===== src/rtl/mfgate_pkg.sv =====
// Shared definitions for the multifunction-gate decoder family: function codes,
// candidate-mask bit positions and the decoder state type.
package mfgate_pkg;

  localparam logic [1:0] MODE_PASS_X = 2'b00;
  localparam logic [1:0] MODE_INV_X  = 2'b11;
  localparam logic [1:0] MODE_PASS_Y = 2'b01;

  localparam int CAND_X  = 0;
  localparam int CAND_NX = 1;
  localparam int CAND_Y  = 2;

  typedef enum logic [1:0] {
    SEARCH,
    CONFIRM,
    LOCKED,
    ERROR
  } state_t;

  // ab=01 and ab=10 both behave as PASS_Y, so PASS_Y is always reported as 01.
  function automatic logic [1:0] cand_to_mode(input logic [2:0] c);
    logic [1:0] code;
    code = MODE_PASS_X;
    if (c[CAND_NX]) code = MODE_INV_X;
    else if (c[CAND_Y]) code = MODE_PASS_Y;
    return code;
  endfunction

  function automatic logic is_one_hot(input logic [2:0] c);
    return (c == 3'b001) || (c == 3'b010) || (c == 3'b100);
  endfunction

endpackage


===== src/rtl/mfgate_match.sv =====
// Per-sample consistency test: which gate functions could have produced f
// from the observed x and y.
module mfgate_match
  import mfgate_pkg::*;
(
  input  logic       x,
  input  logic       y,
  input  logic       f,
  output logic [2:0] m
);

  assign m[CAND_X]  = (f == x);
  assign m[CAND_NX] = (f == ~x);
  assign m[CAND_Y]  = (f == y);

endmodule


===== src/rtl/mfgate_mode_decoder.sv =====
// Recovers which function an mfGate instance implements by narrowing a
// candidate set over accepted (x, y, f) samples, then locks and keeps checking.
module mfgate_mode_decoder
  import mfgate_pkg::*;
#(
  parameter int CONFIRM_LEN = 4,
  parameter int CNT_W       = 8
) (
  input  logic             clk,
  input  logic             rst_n,
  input  logic             clr,
  input  logic             in_valid,
  output logic             in_ready,
  input  logic             x,
  input  logic             y,
  input  logic             f,
  output logic [2:0]       cand,
  output logic             mode_valid,
  output logic [1:0]       mode,
  output logic             err,
  output logic [CNT_W-1:0] sample_cnt
);

  localparam logic [7:0] CONF_TARGET = 8'(CONFIRM_LEN);

  state_t           state_reg, state_next;
  logic [2:0]       cand_reg, cand_next;
  logic [7:0]       conf_cnt_reg, conf_cnt_next;
  logic [1:0]       mode_reg, mode_next;
  logic             mode_valid_reg, mode_valid_next;
  logic             err_reg, err_next;
  logic [CNT_W-1:0] sample_cnt_reg, sample_cnt_next;

  logic [2:0] m;
  logic [2:0] narrowed;
  logic       accept;

  mfgate_match u_match (
    .x (x),
    .y (y),
    .f (f),
    .m (m)
  );

  assign in_ready = (state_reg != ERROR) && !clr;
  assign accept   = in_valid && in_ready;
  assign narrowed = cand_reg & m;

  always_ff @(posedge clk or negedge rst_n) begin
    if (!rst_n) begin
      state_reg      <= SEARCH;
      cand_reg       <= 3'b111;
      conf_cnt_reg   <= 8'd0;
      mode_reg       <= MODE_PASS_X;
      mode_valid_reg <= 1'b0;
      err_reg        <= 1'b0;
      sample_cnt_reg <= '0;
    end else begin
      state_reg      <= state_next;
      cand_reg       <= cand_next;
      conf_cnt_reg   <= conf_cnt_next;
      mode_reg       <= mode_next;
      mode_valid_reg <= mode_valid_next;
      err_reg        <= err_next;
      sample_cnt_reg <= sample_cnt_next;
    end
  end

  always_comb begin
    state_next      = state_reg;
    cand_next       = cand_reg;
    conf_cnt_next   = conf_cnt_reg;
    mode_next       = mode_reg;
    mode_valid_next = mode_valid_reg;
    err_next        = err_reg;
    sample_cnt_next = sample_cnt_reg;

    if (clr) begin
      state_next      = SEARCH;
      cand_next       = 3'b111;
      conf_cnt_next   = 8'd0;
      mode_next       = MODE_PASS_X;
      mode_valid_next = 1'b0;
      err_next        = 1'b0;
      sample_cnt_next = '0;
    end else if (accept) begin
      if (sample_cnt_reg != '1) sample_cnt_next = sample_cnt_reg + 1'b1;

      // Any sample that empties the candidate set is fatal, whatever the state.
      if (narrowed == 3'b000 || (state_reg != SEARCH && narrowed != cand_reg)) begin
        state_next      = ERROR;
        cand_next       = 3'b000;
        mode_valid_next = 1'b0;
        err_next        = 1'b1;
      end else begin
        case (state_reg)
          SEARCH: begin
            cand_next = narrowed;
            if (is_one_hot(narrowed)) begin
              conf_cnt_next = 8'd1;
              if (CONF_TARGET == 8'd1) begin
                state_next      = LOCKED;
                mode_next       = cand_to_mode(narrowed);
                mode_valid_next = 1'b1;
              end else begin
                state_next = CONFIRM;
              end
            end
          end
          CONFIRM: begin
            conf_cnt_next = conf_cnt_reg + 8'd1;
            if (conf_cnt_reg + 8'd1 == CONF_TARGET) begin
              state_next      = LOCKED;
              mode_next       = cand_to_mode(cand_reg);
              mode_valid_next = 1'b1;
            end
          end
          default: ;
        endcase
      end
    end
  end

  assign cand       = cand_reg;
  assign mode       = mode_reg;
  assign mode_valid = mode_valid_reg;
  assign err        = err_reg;
  assign sample_cnt = sample_cnt_reg;

endmodule

===== config.mk =====
export PLATFORM = sky130hd
export DESIGN_NAME = mfgate_mode_decoder
export DESIGN_NICKNAME = d
export VERILOG_FILES = /design/src/rtl/mfgate_pkg.sv /design/src/rtl/mfgate_match.sv /design/src/rtl/mfgate_mode_decoder.sv
export SDC_FILE = /design/constraint.sdc
export NUM_CORES = 1
export LEC_CHECK = 0
export CORE_MARGIN = 2
export CORE_UTILIZATION = 35
export CTS_CLUSTER_SIZE = 40
export DETAILED_ROUTE_END_ITERATION = 8
export HOLD_SLACK_MARGIN = 0.03
export SLEW_MARGIN = 10
export SYNTH_ARGS = -nofsm -noshare
export SYNTH_HDL_FRONTEND = slang
export SYNTH_SLANG_ARGS = --single-unit
export TNS_END_PERCENT = 5

===== constraint.sdc =====
create_clock -name clk -period 1.8 [get_ports clk]
set_input_delay 0.36 -clock clk [delete_from_list [all_inputs] [get_ports clk]]
set_output_delay 0.36 -clock clk [all_outputs]
set_load 0.02 [all_outputs]

# Word level (Yosys, flattened, before mapping)
# Index checks and enable logic that the tools add are counted.
[word_totals] ff_bits=25 inputBits=7 out_inout_bits=16 word_cells=86
[classes] add_sub_neg=2 n_eq_ne=15 n_mux=33 bitwise_logic=2 reduce_logical=27
[ops] op="8-bit two-way mux" n=7
[ops] op="2-bit two-way mux" n=11
[ops] op="8-bit by 1-bit adder with 8-bit output, second input constant" n=2
[ops] op="8-bit case mux with 2 select lines" n=1
[ops] op="3-bit two-way mux" n=4
[ops] op="4-bit AND reduction" n=3
[ops] op="2-bit nonzero test" n=6
[ops] op="3-bit nonzero test" n=4
[ops] op="1-bit two-way mux" n=9
[ops] op="8-bit by 3-bit equality test with 1-bit output, second input constant" n=1
[ops] op="4-bit != test, second input constant" n=2
[ops] op="8-bit != test, second input constant" n=1
[ops] op="2-bit AND reduction" n=3
[ops] op="2-bit != test, second input constant" n=2
[ops] op="2-bit case mux with 2 select lines" n=1
[ops] op="4-bit nonzero test" n=1
[ops] op="3-bit AND" n=1
[ops] op="1-bit equality test" n=3
[ops] op="3-bit by 1-bit equality test with 1-bit output, second input constant" n=1
[ops] op="3-bit by 2-bit equality test with 1-bit output, second input constant" n=1
[ops] op="3-bit equality test, second input constant" n=1
[ops] op="1-bit logical AND" n=3
[ops] op="3-bit logical NOT" n=1
[ops] op="1-bit logical OR" n=3
[ops] op="other kinds (7)" n=7

# Longest topological paths before layout
[logic_depth] word_depth=11 mapped_depth=7 ltp_nobuf=6

# Modules after synthesis
# From an unflattened synthesis, not the netlist that was laid out.
[unflattened] cells_unflattened=162 hier_area_um2=1580.3
[modules_own_cells] module="mfgate_mode_decoder" instances=1 cells_each=159 area_each_um2=1554.0 seq_area_each_um2=629.4
[modules_own_cells] module="mfgate_match" instances=1 cells_each=3 area_each_um2=26.3 seq_area_each_um2=0.0

# Least setup slack after synthesis
# Ideal clock, no wire load.
[synth_timing] path_type="register to register" start="reg cand_reg[1], in the netlist cand[1]" end="reg conf_cnt_reg[3]" setup_ns=0.126 arrival_time_ns=1.849 t_required_ns=1.674 setup_slack_ns=-0.175 stages_incl_launch_ff=7 path_buffers=1 synth_period_minus_slack_ns=1.975 path_cell_list="dfstp_2 > buf_2 > mux2i_1 > o32ai_1 > o41a_1 > a21oi_2 > a221o_1"
[synth_between] elab_chain_cells=6 elab_cells_between_ends=13 classes_between="eq/ne (6); bitwise (1); reduce/logical (6)"
[synth_rtl] item="start, declared" line="mfgate_mode_decoder.sv:27" text="logic [2:0] cand_reg, cand_next;"
[synth_rtl] item="start signal, assigned" line="mfgate_mode_decoder.sv:60" text="cand_reg <= cand_next;"
[synth_rtl] item="3-bit AND" line="mfgate_mode_decoder.sv:47" text="assign narrowed = cand_reg & m;"
[synth_rtl] item="3-bit by 1-bit equality test with 1-bit output, or another cell as far along" line="mfgate_pkg.sv:30" text="return (c == 3'b001) || (c == 3'b010) || (c == 3'b100);"
[synth_rtl] item="1-bit logical OR / 1-bit logical AND (equally long branches)" line="mfgate_pkg.sv:30, mfgate_mode_decoder.sv:90"
[synth_rtl] item="1-bit logical OR, on equally long branches" line="mfgate_pkg.sv:30, mfgate_mode_decoder.sv:90"
[synth_rtl] item="3-bit != test (no source line) / 2-bit != test (equally long branches)"
[synth_rtl] item="4-bit AND reduction (no source line) (*)"
[synth_rtl] item="end signal, assigned" line="mfgate_mode_decoder.sv:61" text="conf_cnt_reg <= conf_cnt_next;"
[synth_rtl] item="end, declared" line="mfgate_mode_decoder.sv:28" text="logic [7:0] conf_cnt_reg, conf_cnt_next;"
# Mark *: on every way between the ends. The rest lies on a longest branch, timed or not.
# A chain may end at the register's enable or synchronous reset.

# Worst setup path after layout
[layout_timing] start="reg cand_reg[1], in the netlist cand[1]" end="reg conf_cnt_reg[5]"
# Same word-level chain as after synthesis.

==> impl_metrics.yaml <==
global_route:
  track_usage_pct: 19.11
  grt_max_degree: 26
  grt_overflow: 0
  met2_usage_pct: 34.16
  grtUsageMet1_pct: 25.04
  antenna_found_initial: 0
  gr-usage-met3_pct: 2.110
  grt.busiest_layer: "met2"
  grt_pass1_vias: 1640
  grt_pass1_wl_mm: 7.845
sta:
  finalSetupViolations: 10
  finalClockSkew_ns: 0.007564
  tightest_slew_ns: 0.4679
  period_share_pct: 104.5
  slew_headroom_pct: 68.70
  hold_viol: 0
  post-route-min-period_ns: 1.881
  fin_tns_setup_ns: -0.3575
  timing.final.ws_setup_ns: -0.08130
  rsz0062_at_grt: "yes"
  fmax_mhz: 531.5
  finalMaxSlewViolations: 0
outcome:
  status: "complete, but fails checks"
  violations: "negative setup slack"
power:
  powerDensity_nw_per_um2: 1195
  p_total_mw: 2.882
  power_frac_comb_pct: 61.3
  power.share.clock_pct: 11.8
  p_int_mw: 1.690
  p_leak_nw: 1.021
  switching_share_pct: 41.37
  seqPwrFrac_pct: 26.9
  power_switching_mw: 1.192
  irDropWorstVdd_mv: 0.4759
floorplan:
  initial_utilization_pct: 36.56
  die_y_um: 71.67
  io-pin-count: 23
  core.rowCount: 24
  dieArea_um2: 5137
  core_um2: 4384
  fp.dieW_um: 71.67
cts:
  clk_latency_ns: 0.27
  holdBufCountCts: 0
  htreeDepth: 1
  cts_num_sinks: 25
  cts_buffer_depth: 2
  path_clk_slew_ns: 0.09
  root_buffer: "clkbuf_8"
  cts_made_buffers: 3
  cts_tree: "done"
synthesis:
  synth_edf_count: 0
  synthFlopType: "dfrtp_1"
  ys_ff_latch: 25
  syn_area_per_cell_um2: 9.598
  seq_area_frac_synth_pct: 39.27
  async_flop_share_pct: 100.0
  syn_nets: 176
  yosys_warnings: 0
  synth_cell_types: 52
  netlist_area_um2: 1603
  synthCells: 167
place:
  gp_congestion: 0.9111
  portBuffers: 22
  dp_hpwl_mm: 3.044
final_layout:
  mostFrequentLayoutCells: "buf_4 (43), dfrtp_1 (21), clkdlybuf4s50_1 (14)"
  drive_above_1_share_pct: 39.39
  fin_nets: 241
  diodes: 0
  multi_input_area_um2: 1066
  regArea_um2: 630.6
  final_common_cell: "buf_4"
  syn_to_final_growth_pct: 50.51
  fillCellCount: 401
worst_setup_path:
  rrSetupSlack_ns: -0.08
  rr_worst_depth: 7
  r2r_end: "conf_cnt_reg[5]"
  cp.arrival_ns: 2.04
  start_kind: "flop"
  path_buf_inv: 2
  crit_type: "reg -> reg"
  critPathTopFamily: "compound AO/OA/AOI/OAI gates"
  worstPathMaxFanout: 6
  critical-path-slowest-cell: "dfstp_2"
  path_cells: "buf_6, mux2i_2, o32ai_2, o41a_1, a21oi_4, buf_4, a22o_1"
  max_stage_delay_ns: 0.58
  crit-reg2reg-launch: "cand[1]"
  cp.required_ns: 1.96
  end_kind: "flop"
run:
  drv_cap: 0
detailed_routing:
  drt_iter0_markers: 84
  viasPerCell: 5.435
  ant_nets: 0
  wl_per_cell_um: 16.13
  vias: 1538
  route.detailed.drc: 0
  wl_mm: 4.566
  first_pass_iters: 4
min_path:
  hold_path.class: "in -> async"
==> final cells by class <==
type,count,area share [%]
Multi-Input combinational cell,128,44.19
Sequential cell,25,26.14
Timing Repair Buffer,70,24.43
Tap cell,52,2.697
Clock buffer,3,1.712
Inverter,4,0.6224
Clock inverter,1,0.2075
==> timing repair <==
action	CTS	global route
resized for setup	24	18
pin swaps	12	7
cloned	0	0
endpoints found under the setup margin	21	19
buffers inserted	5	4
==> stage by stage <==
stage               instance area, µm²  cells  hold WS, ns  util (%)  setup slack, ns
floorplan                         1652    167      0.06441         -         -0.06030
global route                      2412    283       0.4702     55.02          -0.1518
detailed placement                2155    270       0.4873     49.14          -0.6385
finish                            2412    283       0.4422     55.02         -0.08130
global placement                  2155    270       0.4823     49.14          -0.6158
CTS                               2317    279       0.4582     52.85          -0.1015
==> worst register-to-register path: stages (launching register included) <==
cell	delay [ns]
dfstp_2	0.58
buf_6	0.12
mux2i_2	0.06
o32ai_2	0.29
o41a_1	0.27
a21oi_4	0.10
buf_4	0.14
a22o_1	0.20
==> metal layers <==
metal  vias to the layer above  part of all wire, %
li1                        741                    -
met1                       762                   47
met2                        29                   50
met3                         6                  2.4
met4                         0                  1.2
met5                         -                    0
==> worst max-delay path by stage <==
stage               startpoint               to  cells past startpoint
floorplan              cand[2]  conf_cnt_reg[3]                      6
global placement             x          mode[0]                      8
detailed placement           x  conf_cnt_reg[0]                      7
CTS                    cand[1]  conf_cnt_reg[3]                      6
global route           cand[1]  conf_cnt_reg[3]                      6
finish                 cand[1]  conf_cnt_reg[5]                      7
==> kinds of logic after synthesis <==
logic type	Yosys count	share of synthesized area [%]
adders and majority gates	2	1.561
and+or+nand+nor	63	19.91
DFF	25	39.27
buffers and inverters	14	4.605
xor gates and xnor gates	10	6.636
AOI/OAI and AO/OA	48	24.43
muxes	5	3.591
==> cell usage after synthesis, types with 4 or more instances <==
library cell / instances / area share, %
nand3_1: 12 / 3.7
a211oi_1: 4 / 1.9
inv_1: 4 / 0.94
nor3_1: 4 / 1.2
nor2b_1: 6 / 2.3
dfrtp_1: 22 / 34
clkbuf_1: 4 / 0.94
nor2_1: 11 / 2.6
nand2_1: 15 / 3.5
xnor2_1: 9 / 4.9
a21oi_1: 10 / 3.1
==> power by group through the flow <==
stage               logic [mW]  clock network (mW)  registers (mW)
floorplan                0.805                   0           0.788
global placement          1.36                   0           0.763
detailed placement        1.38                   0           0.771
CTS                       1.58               0.352           0.764
global route              1.88               0.383           0.787
finish                    1.77               0.340           0.775
(Power assumes the default switching activity.)
